## src/rtl/hex_display_tx.sv

```systemverilog
// rtl/hex_display_tx.sv - formats a WIDTH-bit word as lowercase hex ASCII digits followed by a newline
// Output characters are registered and held until the sink accepts them.
module hex_display_tx #(
  parameter int WIDTH = 32,
  parameter int LZ    = 0
) (
  input  logic             clk,
  input  logic             rst,
  input  logic             in_valid,
  input  logic [WIDTH-1:0] in_data,
  output logic             in_ready,
  output logic             out_valid,
  output logic [7:0]       out_char,
  output logic             out_last,
  input  logic             out_ready
);

  localparam int NDIG = WIDTH / 4;

  typedef enum logic [1:0] {
    IDLE    = 2'd0,
    DIGIT   = 2'd1,
    NEWLINE = 2'd2
  } state_t;

  state_t           state;
  logic [3:0]       idx;
  logic [WIDTH-1:0] word;
  logic [63:0]      word_ext;
  logic [63:0]      data_ext;
  logic [3:0]       lead_idx;
  logic [3:0]       start_idx;

  function automatic logic [7:0] hex_ascii(input logic [3:0] n);
    return (n < 4'd10) ? (8'h30 + {4'h0, n}) : (8'h57 + {4'h0, n});
  endfunction

  function automatic logic [3:0] nibble(input logic [63:0] w, input logic [3:0] i);
    return w[{i, 2'b00} +: 4];
  endfunction

  // Zero-extend to 64 bits so the dynamic nibble select never runs off the end.
  always_comb begin
    word_ext = '0;
    word_ext[WIDTH-1:0] = word;
    data_ext = '0;
    data_ext[WIDTH-1:0] = in_data;
  end

  // Highest nonzero nibble wins; an all-zero word still prints one digit.
  always_comb begin
    lead_idx = '0;
    for (int i = 0; i < NDIG; i++) begin
      if (in_data[i*4 +: 4] != 4'h0) begin
        lead_idx = 4'(i);
      end
    end
  end

  assign start_idx = (LZ != 0) ? lead_idx : 4'(NDIG - 1);
  assign in_ready  = (state == IDLE);

  always_ff @(posedge clk or posedge rst) begin
    if (rst) begin
      state     <= IDLE;
      idx       <= '0;
      word      <= '0;
      out_valid <= 1'b0;
      out_char  <= 8'h00;
      out_last  <= 1'b0;
    end else begin
      case (state)
        IDLE: begin
          if (in_valid) begin
            word      <= in_data;
            idx       <= start_idx;
            state     <= DIGIT;
            out_valid <= 1'b1;
            out_char  <= hex_ascii(nibble(data_ext, start_idx));
            out_last  <= 1'b0;
          end
        end
        DIGIT: begin
          if (out_ready) begin
            if (idx != 4'd0) begin
              idx      <= idx - 4'd1;
              out_char <= hex_ascii(nibble(word_ext, idx - 4'd1));
            end else begin
              state    <= NEWLINE;
              out_char <= 8'h0a;
              out_last <= 1'b1;
            end
          end
        end
        NEWLINE: begin
          if (out_ready) begin
            state     <= IDLE;
            out_valid <= 1'b0;
            out_char  <= 8'h00;
            out_last  <= 1'b0;
          end
        end
        default: begin
          state     <= IDLE;
          out_valid <= 1'b0;
          out_char  <= 8'h00;
          out_last  <= 1'b0;
        end
      endcase
    end
  end

endmodule
```

## config.mk

```make
export PLATFORM = sky130hd
export DESIGN_NAME = hex_display_tx
export DESIGN_NICKNAME = d
export VERILOG_FILES = /design/src/rtl/hex_display_tx.sv
export SDC_FILE = /design/constraint.sdc
export NUM_CORES = 1
export LEC_CHECK = 0
export BUFFER_PORTS_ARGS = -buffer_cell sky130_fd_sc_hd__buf_2
export CAP_MARGIN = 20
export CORE_ASPECT_RATIO = 0.75
export CORE_MARGIN = 1
export CORE_UTILIZATION = 30
export CTS_BUF_LIST = sky130_fd_sc_hd__clkbuf_16
export CTS_CLUSTER_SIZE = 24
export DETAILED_ROUTE_END_ITERATION = 10
export GPL_ROUTABILITY_DRIVEN = 0
export GPL_TIMING_DRIVEN = 0
export SLEW_MARGIN = 10
export SYNTH_ARGS = -nofsm -noshare
export SYNTH_HDL_FRONTEND = slang
export SYNTH_SLANG_ARGS = --single-unit
```

## constraint.sdc

```tcl
create_clock -name clk -period 2.49 [get_ports clk]
set_clock_uncertainty 0.05 [all_clocks]
set_input_delay 0.1245 -clock clk [delete_from_list [all_inputs] [get_ports clk]]
set_output_delay 0.1245 -clock clk [all_outputs]
set_load 0.02 [all_outputs]
```

# ---- Word level (Yosys, flattened, before mapping)
# Index checks and enable logic that the tools add are counted.
dict set report op_classes {
  add_sub_neg 5
  n_lt_le_gt_ge 2
  eq_ne 7
  shift 1
  muxes 23
  bitwise 1
  reduce_logical 8
}
# op count
set ops {}
lappend ops {{$shiftx A64 B7 Y4} 1}
lappend ops {{$mux W8} 6}
lappend ops {{$pmux W8 S3} 1}
lappend ops {{$add A7 B4 Y8 const A} 2}
lappend ops {{$add A6 B4 Y7 const A} 2}
lappend ops {{$mux W4} 3}
lappend ops {{$ne A2 B2 Y1 const B} 5}
lappend ops {{$lt A4 B4 Y1 const B} 2}
lappend ops {{$mux W2} 4}
lappend ops {{$pmux W4 S2} 1}
lappend ops {{$reduce_and A4 Y1} 2}
lappend ops {{$pmux W1 S3} 2}
lappend ops {{$pmux W2 S3} 1}
lappend ops {{$reduce_and A3 Y1} 2}
lappend ops {{$mux W1} 5}
lappend ops {{$reduce_bool A4 Y1} 1}
lappend ops {{$sub A4 B1 Y4 const B} 1}
lappend ops {{$eq A2 B1 Y1 const B} 1}
lappend ops {{$eq A2 B2 Y1 const B} 1}
lappend ops {{$logic_not A2 Y1} 1}
lappend ops {{$reduce_and A2 Y1} 1}
lappend ops {{$reduce_bool A2 Y1} 1}
lappend ops {{$not A1 Y1} 1}
dict set report word_totals {
  ff_bits 48
  out_inout_bits 11
  elab_cells 53
}

# ---- Longest topological paths before layout
dict set report logic_depth {
  ltp_word 7
  mapped_depth 10
  ltp_nobuf 8
}

# ---- Least setup slack after synthesis
# Ideal clock, no wire load.
dict set report synth_path {
  path_kind {reg-to-reg}
  from {register idx[0]}
  to {register out_char[2]}
  setup_time_ns 0.126
  arrival_ns 2.370
  required_time_ns 2.314
  slack_ns -0.056
  path_stages_with_launch 8
  path_buffers 0
  period_less_slack_ns 2.546
  cell_sequence {dfrtp_1 inv_1 ha_1 xor2_1 mux4_2 nor3_1 nand2_1 a221o_1}
}
dict set report synth_between {
  elab_chain_len 7
}
# element line
set synth_lines {}
lappend synth_lines {{from (decl)} 27} ;# logic [3:0] idx;
lappend synth_lines {{from (signal assigned)} 76} ;# idx <= start_idx;
lappend synth_lines {{from (signal assigned)} 86} ;# idx <= idx - 4'd1;
lappend synth_lines {{$sub A4 B1 Y4} 87} ;# out_char <= hex_ascii(nibble(word_ext, idx - 4'd1));
lappend synth_lines {{$shiftx A64 B7 Y4} 39} ;# return w[{i, 2'b00} +: 4];
lappend synth_lines {{$add A7 B4 Y8 (tied with other cells)} 35} ;# return (n < 4'd10) ? (8'h30 + {4'h0, n}) : (8'h57 + {4'h0, n});
lappend synth_lines {{$mux W8} 35}
lappend synth_lines {{$mux W8 *} 85} ;# if (idx != 4'd0) begin
lappend synth_lines {{$mux W8 *} 84} ;# if (out_ready) begin
lappend synth_lines {{$pmux W8 S3 *} 72} ;# case (state)
lappend synth_lines {{to (signal assigned)} 79} ;# out_char <= hex_ascii(nibble(data_ext, start_idx));
lappend synth_lines {{to (signal assigned)} 87}
lappend synth_lines {{to (decl)} 13} ;# output logic [7:0] out_char,
# Every way passes the cells marked *; elsewhere a longest branch is shown, timed or not. The select of a mux whose other input is x is not followed.
# A chain may end at the register's enable or synchronous reset.

# ---- Final worst setup path
dict set report layout_path {
  from {register idx[0]}
  to {register out_char[4]}
}
# The elaborated chain is that of the path after synthesis.

==> results.md <==
* Status: complete, no violations
* Layout Nets at 318
* Antenna Cells at 0
* Leak pwr at 1.370 nW
* Post-synth EDFFs at 0
* Critical Path AT at 2.56 ns
* Most common cell after layout, fill and taps aside: buf_2
* Final period util at 96.62%
* Final hold violations at 0
* Power Dens Cells at 1497 nW/um2
* Gate Count Post-Synth at 221
* Initial Util at 30.89%
* CP Launch Point: idx[0]$_DFFE_PP0P_
* Via Count at 1,915
* CTS tree: done
* All-Layer GR Usage at 15.22%
* Synthesized area at 2435 um2
* Wire length per cell at 15.29 um
* Vias in the first global route at 1,873
* Reg2reg start: idx[0]$_DFFE_PP0P_
* Largest net degree at the start of global routing at 39
* Critical Path Start Type: flip-flop
* Total clock sinks at 46
* Die height at 80.02 um
* Hold crit path type: in -> reg
* Power Total at 4.711 mW
* IO Port Bufs at 45
* Initial antenna violation count at 0
* Drt first pass iters at 4
* Slew @ Worst Pin at 0.7195 ns
* Total negative slack at 0 ns
* Slew HR at 51.91%
* Crit Path Max Fanout at 5
* H-tree levels at 2
* Core area at 7883 um2
* Syn Area/Cell at 11.02 um2
* Area growth syn-to-layout at 29.24%
* Vias per inst at 4.961
* Main synth FF type: dfrtp_1
* Grt total ovfl at 0
* Net Count, Synth at 259
* Hold Worst Slack at 0.006538 ns
* Worst-case clock buffer depth at 2
* Ys Warns at 0
* Final ANT Viol Nets at 0
* RSZ-0062 raised after global routing: true
* Clock-pin slew on the worst setup and hold paths at 0.07 ns
* Final Max Tran Viols at 0
* Root Buffer: clkbuf_16
* I/O pin cnt at 47
* Die width at 106.0 um
* Yosys reg bits at 46
* Number of max-cap violations at 0
* Rows at 28
* Commonest cells after routing, fill and taps aside: buf_2 (47), dfrtp_1 (45), mux2_2 (28), nand2_1 (15), o21ai_0 (12)
* First-pass GRT wire length at 9825 um
* Clock latency on the worst-skew pair at 0.29 ns
* Post-synthesis sequential area ratio at 47.28%
* Period minus WS final at 2.406 ns
* Hpwl dp at 4282 um
* Initial detailed-routing violation count at 85
* Share of post-route cells with drive strength above 1 at 40.57%
* Synth async-reset ratio at 100.0%
* FMAX at 415.6 MHz
* Aggregate routed wire length at 5902 um
* Worst Setup End Kind: flip-flop
* Total CTS buffers at 5
* Die ar. at 8484 um2
* Peak supply drop at 0.5564 mV
* Fill count at 782
* DRC viols at 0
* Final setup fails at 0
* Hold Path Origin: in_data[21]
* Critical path class: reg -> reg
* CP Data Required Time at 2.64 ns
* Unique masters post-synth at 50
-- per-stage QoR --
stage | cells | worst slack (ns) | util [%] | area, um2
finish | 386 | 0.08405 | 39.92 | 3147
CTS | 383 | 0.04439 | 39.06 | 3079
global route | 386 | -0.04806 | 39.92 | 3147
detailed placement | 372 | -0.3479 | 35.76 | 2819
global placement | 371 | -0.2956 | 35.51 | 2799
floorplan | 221 | 0.009245 | - | 2442
-- where the power goes --
part / internal [mW] / switching (mW) / leakage [nW]
logic: 1.25 / 1.34 / 0.741
registers: 1.11 / 0.236 / 0.544
clock network: 0.475 / 0.293 / 0.0842
total: 2.84 / 1.87 / 1.37
-- state kept, by name, indices dropped and copies added, names as in the netlist --
name	cells
word	32
state	1
out_last	1
out_valid	1
out_char	7
idx	4
-- final timing paths --
check	depth (start not counted)	slack [ns]	endpoint
setup reg to reg	8	0.08	out_char[4]$_DFFE_PP0P_
hold / removal	3	0.007	word[21]$_DFFE_PP0P_
min in group asynchronous	3	0.25	out_char[2]$_DFFE_PP0P_
setup / recovery	8	0.08	out_char[4]$_DFFE_PP0P_
hold reg to reg	2	0.42	out_char[5]$_DFFE_PP0P_
max in group asynchronous	4	1.66	idx[0]$_DFFE_PP0P_
-- metal layers --
layer | vias up | GRT usage (%) | share of wire, %
met2 | 54 | 20.78 | 40
li1 | 925 | - | -
met3 | 5 | 3.510 | 5.2
met1 | 931 | 23.28 | 54
met5 | - | 0 | 0
met4 | 0 | 4.583 | 1.0
-- synth_stat cells, types with 4 or more instances --
library cell,n,area [um2]
dfrtp_1,46,1151
mux2_2,28,315.3
nand2_1,15,56.30
inv_1,13,48.80
o21ai_0,12,60.06
nor2_1,11,41.29
a21oi_1,9,45.04
mux2i_1,8,80.08
nand3_1,8,40.04
buf_2,5,25.02
clkbuf_1,5,18.77
nor2b_1,4,25.02
nor4_1,4,25.02
-- repair_timing --
action                                  in CTS  in global routing
hold endpoints to repair                    10                  0
endpoints found under the setup margin      26                 15
setup buffers                                1                  3
cloned                                       0                  0
gates resized for setup                     12                 11
hold buffers                                 3                  0
pin swaps                                    1                  6
-- final cells by class --
| cell class | count | area (um2) | area share [%] |
|---|---|---|---|
| flip-flops and latches | 46 | 1152 | 36.62 |
| inverters | 13 | 51.30 | 1.630 |
| multi-input cells | 150 | 1277 | 40.60 |
| repair buffers | 53 | 305.3 | 9.702 |
| plain buffers | 11 | 60.06 | 1.909 |
| well taps | 105 | 131.4 | 4.175 |
| clock inverters | 3 | 43.79 | 1.392 |
| clock buffers | 5 | 125.1 | 3.976 |
-- worst max-delay path, cell delays in order, from the launching register on --
cell	delay, ns
dfrtp_2	0.39
inv_4	0.05
ha_4	0.20
xnor2_4	0.25
mux4_2	0.57
o2111ai_4	0.28
a2111o_1	0.30
inv_1	0.08
o221ai_2	0.15
-- kinds of logic after synthesis --
kind of cell / Yosys count / synth area share, %
adders and majority gates: 2 / 1.028
xor gates and xnor gates: 4 / 2.210
AOI/OAI and AO/OA: 47 / 13.36
buffers and inverters: 25 / 4.265
muxes: 40 / 20.09
DFF: 46 / 47.28
and+or+nand+nor: 56 / 11.61
other: 1 / 0.1540
No activity file was read; power rests on OpenSTA's default activity.
